$ cat src/rtl/lc3b_types.sv
// rtl/lc3b_types.sv - shared LC-3b cache types and data cache controller states
package lc3b_types;

    typedef logic [15:0]  lc3b_word;
    typedef logic [8:0]   lc3b_cache_tag;
    typedef logic [2:0]   lc3b_cache_index;
    typedef logic [3:0]   lc3b_cache_offset;
    typedef logic [127:0] lc3b_pmem_line;

    typedef enum logic [1:0] {
        IDLE,
        WRITEBACK,
        ALLOCATE
    } lc3b_dcache_state;

endpackage

$ cat src/rtl/dcache_control_if.sv
// rtl/dcache_control_if.sv - CPU, way and physical memory buses of the data cache controller
interface dcache_control_if;
    import lc3b_types::*;

    lc3b_word        mem_address;
    logic            mem_read;
    logic            mem_write;
    logic [1:0]      mem_wmask;
    lc3b_word        mem_wdata;
    lc3b_word        mem_rdata;
    logic            mem_resp;

    logic            way0_valid;
    logic            way1_valid;
    logic            way0_dirty;
    logic            way1_dirty;
    lc3b_cache_tag   way0_tag;
    lc3b_cache_tag   way1_tag;
    lc3b_pmem_line   way0_data;
    lc3b_pmem_line   way1_data;
    lc3b_cache_index way_index;
    lc3b_cache_tag   way_tag;
    lc3b_pmem_line   way_data;
    logic            way0_load;
    logic            way1_load;
    logic            way_write_type;

    lc3b_word        pmem_address;
    logic            pmem_read;
    logic            pmem_write;
    lc3b_pmem_line   pmem_wdata;
    lc3b_pmem_line   pmem_rdata;
    logic            pmem_resp;

    modport slave (
        input  mem_address, mem_read, mem_write, mem_wmask, mem_wdata,
        output mem_rdata, mem_resp,
        input  way0_valid, way1_valid, way0_dirty, way1_dirty,
        input  way0_tag, way1_tag, way0_data, way1_data,
        output way_index, way_tag, way_data, way0_load, way1_load, way_write_type,
        output pmem_address, pmem_read, pmem_write, pmem_wdata,
        input  pmem_rdata, pmem_resp
    );

    modport master (
        output mem_address, mem_read, mem_write, mem_wmask, mem_wdata,
        input  mem_rdata, mem_resp,
        output way0_valid, way1_valid, way0_dirty, way1_dirty,
        output way0_tag, way1_tag, way0_data, way1_data,
        input  way_index, way_tag, way_data, way0_load, way1_load, way_write_type,
        input  pmem_address, pmem_read, pmem_write, pmem_wdata,
        output pmem_rdata, pmem_resp
    );

endinterface

$ cat src/rtl/dcache_line_merge.sv
// rtl/dcache_line_merge.sv - inserts a CPU word's enabled bytes into a 128-bit cache line
module dcache_line_merge
    import lc3b_types::*;
(
    input  lc3b_pmem_line    line_in,
    input  lc3b_cache_offset offset,
    input  logic [1:0]       wmask,
    input  lc3b_word         wdata,
    output lc3b_pmem_line    line_out
);

    // Word-addressed writes: the byte bit of the offset does not pick a lane.
    logic unused_byte_sel;
    assign unused_byte_sel = offset[0];

    always_comb begin
        line_out = line_in;
        if (wmask[0]) line_out[{offset[3:1], 4'h0} +: 8] = wdata[7:0];
        if (wmask[1]) line_out[{offset[3:1], 4'h8} +: 8] = wdata[15:8];
    end

endmodule

$ cat src/rtl/dcache_control.sv
// rtl/dcache_control.sv - 2-way data cache controller; DCACHE_PERF_CNT_EN adds hit/miss counters
module dcache_control
    import lc3b_types::*;
#(
    parameter int PERF_CNT_W = 16
) (
    input  logic                  clk,
    input  logic                  rst_n,
    dcache_control_if.slave       bus,
    output logic [PERF_CNT_W-1:0] hit_count,
    output logic [PERF_CNT_W-1:0] miss_count
);

    lc3b_dcache_state state;
    logic [7:0]       lru;

    lc3b_cache_tag    req_tag;
    lc3b_cache_index  idx;
    lc3b_cache_offset off;
    logic             cpu_req, hit0, hit1, hit, hit_way, victim;
    logic             victim_valid, victim_dirty;
    lc3b_cache_tag    victim_tag;
    lc3b_pmem_line    victim_data, hit_line, merged_line;

    assign req_tag = bus.mem_address[15:7];
    assign idx     = bus.mem_address[6:4];
    assign off     = bus.mem_address[3:0];
    assign cpu_req = bus.mem_read | bus.mem_write;

    // Way 0 wins if both ways ever report the same tag.
    assign hit0    = bus.way0_valid & (bus.way0_tag == req_tag);
    assign hit1    = ~hit0 & bus.way1_valid & (bus.way1_tag == req_tag);
    assign hit     = hit0 | hit1;
    assign hit_way = hit1;
    assign victim  = lru[idx];

    assign hit_line     = hit_way ? bus.way1_data  : bus.way0_data;
    assign victim_valid = victim  ? bus.way1_valid : bus.way0_valid;
    assign victim_dirty = victim  ? bus.way1_dirty : bus.way0_dirty;
    assign victim_tag   = victim  ? bus.way1_tag   : bus.way0_tag;
    assign victim_data  = victim  ? bus.way1_data  : bus.way0_data;

    dcache_line_merge u_merge (
        .line_in  (hit_line),
        .offset   (off),
        .wmask    (bus.mem_wmask),
        .wdata    (bus.mem_wdata),
        .line_out (merged_line)
    );

    always_ff @(posedge clk or negedge rst_n) begin
        if (!rst_n) begin
            state <= IDLE;
            lru   <= '0;
        end else begin
            case (state)
                IDLE: begin
                    if (cpu_req) begin
                        if (hit)
                            lru[idx] <= ~hit_way;
                        else if (victim_valid && victim_dirty)
                            state <= WRITEBACK;
                        else
                            state <= ALLOCATE;
                    end
                end
                WRITEBACK: if (bus.pmem_resp) state <= ALLOCATE;
                ALLOCATE:  if (bus.pmem_resp) state <= IDLE;
                default:   state <= IDLE;
            endcase
        end
    end

    assign bus.way_index  = idx;
    assign bus.way_tag    = req_tag;
    assign bus.mem_rdata  = hit_line[{off[3:1], 4'h0} +: 16];
    assign bus.pmem_wdata = victim_data;

    always_comb begin
        bus.mem_resp       = 1'b0;
        bus.way0_load      = 1'b0;
        bus.way1_load      = 1'b0;
        bus.way_write_type = 1'b0;
        bus.way_data       = merged_line;
        bus.pmem_read      = 1'b0;
        bus.pmem_write     = 1'b0;
        bus.pmem_address   = {bus.mem_address[15:4], 4'h0};
        case (state)
            IDLE: begin
                if (cpu_req && hit) begin
                    bus.mem_resp = 1'b1;
                    if (bus.mem_write) begin
                        bus.way0_load      = ~hit_way;
                        bus.way1_load      = hit_way;
                        bus.way_write_type = 1'b1;
                    end
                end
            end
            WRITEBACK: begin
                bus.pmem_write   = 1'b1;
                bus.pmem_address = {victim_tag, idx, 4'h0};
            end
            ALLOCATE: begin
                bus.pmem_read = 1'b1;
                bus.way_data  = bus.pmem_rdata;
                if (bus.pmem_resp) begin
                    bus.way0_load = ~victim;
                    bus.way1_load = victim;
                end
            end
            default: ;
        endcase
    end

`ifdef DCACHE_PERF_CNT_EN
    logic [PERF_CNT_W-1:0] hit_cnt, miss_cnt;

    always_ff @(posedge clk or negedge rst_n) begin
        if (!rst_n) begin
            hit_cnt  <= '0;
            miss_cnt <= '0;
        end else begin
            if (bus.mem_resp && hit_cnt != '1)
                hit_cnt <= hit_cnt + 1'b1;
            if (state == IDLE && cpu_req && !hit && miss_cnt != '1)
                miss_cnt <= miss_cnt + 1'b1;
        end
    end

    assign hit_count  = hit_cnt;
    assign miss_count = miss_cnt;
`else
    assign hit_count  = '0;
    assign miss_count = '0;
`endif

endmodule

$ cat src/flat_wrapper.sv
// flat-port wrapper written by rule: the top's interface ports become plain ports
module dcache_control_flat import lc3b_types::*;
#(
    parameter int PERF_CNT_W = 16
)
  (clk, rst_n, hit_count, miss_count, bus_mem_address, bus_mem_read, bus_mem_write, bus_mem_wmask, bus_mem_wdata, bus_mem_rdata, bus_mem_resp, bus_way0_valid, bus_way1_valid, bus_way0_dirty, bus_way1_dirty, bus_way0_tag, bus_way1_tag, bus_way0_data, bus_way1_data, bus_way_index, bus_way_tag, bus_way_data, bus_way0_load, bus_way1_load, bus_way_write_type, bus_pmem_address, bus_pmem_read, bus_pmem_write, bus_pmem_wdata, bus_pmem_rdata, bus_pmem_resp);
  dcache_control_if bus_i ();
  input  logic clk;
  input  logic rst_n;
  output logic [PERF_CNT_W-1:0] hit_count;
  output logic [PERF_CNT_W-1:0] miss_count;
  input wire logic [$bits(bus_i.mem_address)-1:0] bus_mem_address;
  input wire logic [$bits(bus_i.mem_read)-1:0] bus_mem_read;
  input wire logic [$bits(bus_i.mem_write)-1:0] bus_mem_write;
  input wire logic [$bits(bus_i.mem_wmask)-1:0] bus_mem_wmask;
  input wire logic [$bits(bus_i.mem_wdata)-1:0] bus_mem_wdata;
  output wire logic [$bits(bus_i.mem_rdata)-1:0] bus_mem_rdata;
  output wire logic [$bits(bus_i.mem_resp)-1:0] bus_mem_resp;
  input wire logic [$bits(bus_i.way0_valid)-1:0] bus_way0_valid;
  input wire logic [$bits(bus_i.way1_valid)-1:0] bus_way1_valid;
  input wire logic [$bits(bus_i.way0_dirty)-1:0] bus_way0_dirty;
  input wire logic [$bits(bus_i.way1_dirty)-1:0] bus_way1_dirty;
  input wire logic [$bits(bus_i.way0_tag)-1:0] bus_way0_tag;
  input wire logic [$bits(bus_i.way1_tag)-1:0] bus_way1_tag;
  input wire logic [$bits(bus_i.way0_data)-1:0] bus_way0_data;
  input wire logic [$bits(bus_i.way1_data)-1:0] bus_way1_data;
  output wire logic [$bits(bus_i.way_index)-1:0] bus_way_index;
  output wire logic [$bits(bus_i.way_tag)-1:0] bus_way_tag;
  output wire logic [$bits(bus_i.way_data)-1:0] bus_way_data;
  output wire logic [$bits(bus_i.way0_load)-1:0] bus_way0_load;
  output wire logic [$bits(bus_i.way1_load)-1:0] bus_way1_load;
  output wire logic [$bits(bus_i.way_write_type)-1:0] bus_way_write_type;
  output wire logic [$bits(bus_i.pmem_address)-1:0] bus_pmem_address;
  output wire logic [$bits(bus_i.pmem_read)-1:0] bus_pmem_read;
  output wire logic [$bits(bus_i.pmem_write)-1:0] bus_pmem_write;
  output wire logic [$bits(bus_i.pmem_wdata)-1:0] bus_pmem_wdata;
  input wire logic [$bits(bus_i.pmem_rdata)-1:0] bus_pmem_rdata;
  input wire logic [$bits(bus_i.pmem_resp)-1:0] bus_pmem_resp;
  assign bus_i.mem_address = bus_mem_address;
  assign bus_i.mem_read = bus_mem_read;
  assign bus_i.mem_write = bus_mem_write;
  assign bus_i.mem_wmask = bus_mem_wmask;
  assign bus_i.mem_wdata = bus_mem_wdata;
  assign bus_mem_rdata = bus_i.mem_rdata;
  assign bus_mem_resp = bus_i.mem_resp;
  assign bus_i.way0_valid = bus_way0_valid;
  assign bus_i.way1_valid = bus_way1_valid;
  assign bus_i.way0_dirty = bus_way0_dirty;
  assign bus_i.way1_dirty = bus_way1_dirty;
  assign bus_i.way0_tag = bus_way0_tag;
  assign bus_i.way1_tag = bus_way1_tag;
  assign bus_i.way0_data = bus_way0_data;
  assign bus_i.way1_data = bus_way1_data;
  assign bus_way_index = bus_i.way_index;
  assign bus_way_tag = bus_i.way_tag;
  assign bus_way_data = bus_i.way_data;
  assign bus_way0_load = bus_i.way0_load;
  assign bus_way1_load = bus_i.way1_load;
  assign bus_way_write_type = bus_i.way_write_type;
  assign bus_pmem_address = bus_i.pmem_address;
  assign bus_pmem_read = bus_i.pmem_read;
  assign bus_pmem_write = bus_i.pmem_write;
  assign bus_pmem_wdata = bus_i.pmem_wdata;
  assign bus_i.pmem_rdata = bus_pmem_rdata;
  assign bus_i.pmem_resp = bus_pmem_resp;
  dcache_control #(.PERF_CNT_W(PERF_CNT_W)) u_core (.clk(clk), .rst_n(rst_n), .bus(bus_i), .hit_count(hit_count), .miss_count(miss_count));
endmodule
$ cat config.mk
export PLATFORM = sky130hd
export DESIGN_NAME = dcache_control_flat
export DESIGN_NICKNAME = d
export VERILOG_FILES = /design/src/rtl/lc3b_types.sv /design/src/rtl/dcache_control_if.sv /design/src/rtl/dcache_line_merge.sv /design/src/rtl/dcache_control.sv /design/src/flat_wrapper.sv
export SDC_FILE = /design/constraint.sdc
export NUM_CORES = 1
export LEC_CHECK = 0
export ABC_AREA = 1
export BUFFER_PORTS_ARGS = -buffer_cell sky130_fd_sc_hd__buf_2
export CAP_MARGIN = 20
export CORE_AREA = 2 2 309 311
export CTS_CLUSTER_DIAMETER = 100
export DETAILED_ROUTE_END_ITERATION = 10
export DIE_AREA = 0 0 311 313
export HOLD_SLACK_MARGIN = 0.05
export PLACE_DENSITY = 0.3
export SYNTH_ARGS = -nofsm -noshare
export SYNTH_HDL_FRONTEND = slang
export SYNTH_SLANG_ARGS = --single-unit
$ cat constraint.sdc
create_clock -name clk -period 5.2 [get_ports clk]
set_input_delay 0.26 -clock clk [delete_from_list [all_inputs] [get_ports clk]]
set_output_delay 0.26 -clock clk [all_outputs]
set_load 0.005 [all_outputs]
; After elaboration in Yosys (flattened, before gate mapping)
; Index checks and enable logic that the tools add are counted.
[word_totals]
inputBits = 445
reg_bits = 10
output_inout_bits = 338
[classes]
n_eq_ne = 8
n_addsub = 2
order_cmp = 2
n_reduce_logical = 6
bitwise = 8
n_shift = 5
muxes = 37
[op_table]
columns = op, n
row1 = $mux W128, 5
row2 = $bwmux W128, 2
row3 = $shift A8 B9 Y128 const A, 2
row4 = $shiftx A8 B9 Y128, 2
row5 = $shiftx A128 B8 Y16, 1
row6 = $eq A9 B9 Y1, 2
row7 = $neg A7 Y9, 2
row8 = $mux W1, 17
row9 = $mux W16, 1
row10 = $mux W2, 5
row11 = $mux W9, 1
row12 = $bwmux W8, 1
row13 = $ne A2 B2 Y1 const B, 3
row14 = $pmux W2 S3, 1
row15 = $lt A3 B4 Y1 const B, 1
row16 = $pmux W1 S2, 2
row17 = $reduce_and A4 Y1, 1
row18 = $and A1 B1 Y1, 3
row19 = $bmux W1 S3, 1
row20 = $demux W1 S3, 1
row21 = $ge A3 B1 Y1 const B, 1
row22 = $logic_and A1 B1 Y1, 3
row23 = $not A1 Y1, 3
row24 = $reduce_and A3 Y1, 1
row25 = other kinds (5), 6

; Depth between registers and ports, before layout
[depth]
word_depth = 11
mapped_depth = 16
ltp_nobuf = 15

; Cells and area by module
; A second synthesis with hierarchy kept.
[unflattened]
hier_cells = 2302
area_unflattened_um2 = 10417.5
[by_module_without_submodules]
columns = module, instances, area_each_um2, cells_per_inst
row1 = dcache_control, 1, 8299.2, 1821
row2 = dcache_line_merge, 1, 2118.3, 481

; Least setup slack after synthesis
; Ideal clock, no wire load.
[synth_path]
path_type = in2out
startpoint = input port bus_mem_address[3]
endpoint = output port bus_way_data[81]
required_time_ns = 4.940
setup_slack_ns = 2.724
n_path_buf = 3
path_stages = 11
arrival_ns = 2.216
path_cell_list = buf_2 -> inv_2 -> buf_1 -> ha_1 -> clkbuf_1 -> inv_1 -> nand3_1 -> nor2_1 -> inv_1 -> o21ai_0 -> o21ai_0
[synth_via]
elab_chain_len = 7
word_cells_on_any_way = 11
[synth_rtl]
columns = item, line
row1 = "start, declared", flat_wrapper.sv:12  ; input wire logic [$bits(bus_i.mem_address)-1:0] bus_mem_address;
row2 = $neg A7 Y9, dcache_line_merge.sv:18  ; if (wmask[0]) line_out[{offset[3:1], 4'h0} +: 8] = wdata[7:0];
row3 = $shiftx A8 B9 Y128 / $shift A8 B9 Y128 (equally long branches), dcache_line_merge.sv:18
row4 = $bwmux W128, dcache_line_merge.sv:18
row5 = $mux W128, dcache_line_merge.sv:18
row6 = $bwmux W128, dcache_line_merge.sv:19  ; if (wmask[1]) line_out[{offset[3:1], 4'h8} +: 8] = wdata[15:8];
row7 = $mux W128 (*), dcache_line_merge.sv:19
row8 = $mux W128 (*), dcache_control.sv:88  ; case (state)
row9 = "end, declared", flat_wrapper.sv:29  ; output wire logic [$bits(bus_i.way_data)-1:0] bus_way_data;
; Mark *: on every way between the ends. The rest lies on a longest branch, timed or not.

; Worst setup path in the final report
[layout_path]
startpoint = input port bus_mem_address[1]
endpoint = output port bus_way_data[70]
; Same word-level chain as after synthesis.

==> impl_metrics.ini <==
[logic_synthesis]
synth_area_leaders = nand2_1, o21ai_0, nand3_1
synthMuxAreaShare_pct = 0
netlist-cell-type-count = 27
synth_top_family_by_area = simple AND/OR/NAND/NOR gates
synthDominantCellAreaShare_pct = 27.30
ys.flop_type = dfrtp_1
yosys.area_share.simple_pct = 51.37
synth_xor_area_share_pct = 0.09341
yosys.area_share.adder_pct = 0.8006
ys_ff_latch = 10
async_reset_ff_share_pct = 100.0
synth_compound_area_share_pct = 25.26
syn_inst = 2019
syn_avg_cell_area_um2 = 4.644
ys_warn_count = 0
synth_largest_area_cell = nand2_1
yosysSeqAreaShare_pct = 2.669
synth_area_um2 = 9376
synth-edff-count = 0

[floorplan]
die-area_um2 = 97340
initial_utilization_pct = 9.958
die_w_um = 311
core_area_um2 = 94160
die_y_um = 313
fp-row-count = 113
top_level_ports = 783

[detailed_routing]
detail_route.vias_per_cell = 3.991
via_count = 15665
dr_wl_met2_um = 43800
m1WireLength_um = 37500
wl_um = 87000
top_layer = met5
drtIter0Drc = 1088
wl_met3_um = 3950
final_antenna_net_count = 0
post_drt_wl_per_cell_um = 22.17
dr.pass1.iters = 6
drc_errors = 0

[timing]
hold_viol = 0
maxSlewHeadroom_pct = 37.44
min_period_ps = 3502
setup_viol = 0
worst_pin_slew_ps = 937.3
clock.fmax_mhz = 285.6
finalCritPeriodShare_pct = 67.34
tns_ps = 0
rsz0062_at_grt = false
slew_viol_final = 0
skew_ps = 2.706

[worst_hold_path]
hold_depth = 4
hp-start = bus_pmem_resp
hp-class = input pin to flip-flop
hold_end = u_core.state[0]

[clock_tree]
cts-root-buf = clkbuf_16
numClockSinks = 10
cts_buffer_depth = 2
cts-buffers-inserted = 3
post_cts_buffers = 0
cts_tree = done
clkLatencyLatePin_ps = 240
cts_resized = 0
htreeDepth = 1
clkSlewWorstSetupHoldPaths_ps = 40

[power_and_ir_drop]
finalPower_mw = 2.991
power.leakage_nw = 7.646
power_density_nw_per_um2 = 208.4
vdd_drop_max_mv = 0.2386

[setup_path]
reg2reg_depth = 9
crit_buf_inv = 5
crit_chain = buf_2 > inv_1 > ha_1 > ha_1 > nand3_1 > inv_1 > nand4_1 > inv_1 > a21oi_1 > o21ai_0 > buf_2
start_kind = input pin
path_class = input pin to output pin
cp_data_arrival_time_ps = 3240
worstSetupEndpointType = output pin
cp_slowest_cell = ha_1
critical_path.max_stage_delay_ps = 680
critPathMaxFanout = 16
cp_data_required_time_ps = 4940
r2r-end = u_core.state[0]
crit_family = buffers and inverters
r2r_slack_ps = 3000
crit_path_frequent_cell = inv_1
r2r-start = u_core.lru[5]

[layout]
area_growth_pct = 53.11
regArea_um2 = 250.2
layout-drive-gt1-share_pct = 30.41
finalNetCount = 3109
fillers = 11606
multiInputGateArea_um2 = 7467

[placement]
dpl.hpwl_um = 72720
gp_congestion = 0.8306
portBuffers = 745

[global_routing]
grt_max_degree = 137
grt_pass1_wl_um = 119400
grt-ovfl-total = 0
grt_use_total_pct = 16.91
grt_antenna_before_repair = 11
grt_pass1_vias = 15681

[run]
cap_violations = 0

[outcome]
status = finished, final reports clean
## final cells by class
class                           instances  area share (%)
Multi-Input combinational cell       1626           52.01
Timing Repair Buffer                  783           28.41
Tap cell                             1265           11.02
Inverter                              234           6.136
Sequential cell                        10           1.743
Clock buffer                            4          0.6188
Antenna cell                            3         0.05229
## stage by stage
| stage | utilization [%] | cells | worst slack (ps) | cell area, µm² | hold slack, ps |
|---|---|---|---|---|---|
| floorplan | - | 2054 | 2724 | 9508 | -35.59 |
| global placement | 15.13 | 3917 | 1655 | 14250 | 150.5 |
| detailed placement | 15.13 | 3917 | 1655 | 14250 | 150.8 |
| CTS | 15.24 | 3922 | 1642 | 14350 | 349.2 |
| global route | 15.24 | 3923 | 1512 | 14350 | 410.1 |
| finish | 15.25 | 3925 | 1698 | 14360 | 346.1 |
## flip-flops by register name, indices dropped and copies added, names as in the netlist
| register | cells |
|---|---|
| u_core.lru | 8 |
| u_core.state | 2 |
## layer usage
layer	track usage (%)	vias to the layer above
met2	31.12	620
met5	0	-
met1	21.28	7277
li1	-	7709
met4	2.942	4
met3	1.919	55
## report_power, final
part | total [mW] | internal [mW] | switching [mW]
registers | 0.0944 | 0.0857 | 0.00874
logic | 2.74 | 0.960 | 1.78
clock network | 0.157 | 0.116 | 0.0414
## cells in the mapped netlist, types with 6 or more instances
library cell / instances
ha_1: 6
nor2_1: 98
buf_1: 9
nor3_1: 12
nand2_1: 682
buf_6: 6
nand3_1: 223
o21ai_1: 36
and2_1: 34
buf_2: 35
a21oi_1: 127
clkbuf_1: 82
dfrtp_1: 10
inv_1: 226
inv_2: 7
o22ai_1: 9
nand3b_1: 62
o21ai_0: 290
buf_4: 52
## how the worst max path moves through the flow
stage	start	slack, ps	cells after the start	end
after floorplan	bus_mem_address[3]	2720	11	bus_way_data[81]
after global placement	bus_mem_address[1]	1660	10	bus_way_data[2]
after detailed placement	bus_mem_address[1]	1660	10	bus_way_data[2]
after CTS	bus_mem_address[1]	1640	10	bus_way_data[2]
after global routing	bus_mem_address[1]	1510	11	bus_way_data[70]
final	bus_mem_address[1]	1700	11	bus_way_data[70]
## worst reg2reg max path, stage by stage (launching register included)
cell and delay, ps:
dfrtp_1 380, nand2_1 70, a21oi_1 60, o21ai_0 300
nand2_4 350, buf_12 310, o21ai_0 390, and2_1 170
nand2_1 50, nand2_1 60
## placed cells by master (no fill, tap or decap), types with 4 or more instances in the layout
cell	synthesis	layout
buf_4	52	32
nor3_1	12	12
nand3_1	223	223
inv_2	7	8
dfrtp_1	10	10
o22ai_1	9	9
inv_1	226	224
ha_1	6	6
conb_1	1	36
nand2_1	682	679
nor2_2	0	4
nand3b_1	62	62
buf_12	0	5
a21oi_1	127	127
o21ai_1	36	36
o21ai_0	290	290
nor2_1	98	90
nor2_4	2	6
and2_1	34	34
buf_2	35	745
## cell families (layout without fill, tap and decap cells)
logic type | count (synthesis) | count (layout)
AO/OA/AOI/OAI | 468 | 468
adder cells (fa/ha/maj) | 6 | 6
AND/OR/NAND/NOR | 1115 | 1115
buffers and inverters | 418 | 1021
other | 1 | 39
XOR/XNOR | 1 | 1
flip-flops | 10 | 10
## timing repair
item                                    in CTS  in global routing
hold buffers                                 1                  0
hold endpoints to repair                    10                  0
endpoints found under the setup margin       0                  0
(Power assumes the default switching activity.)
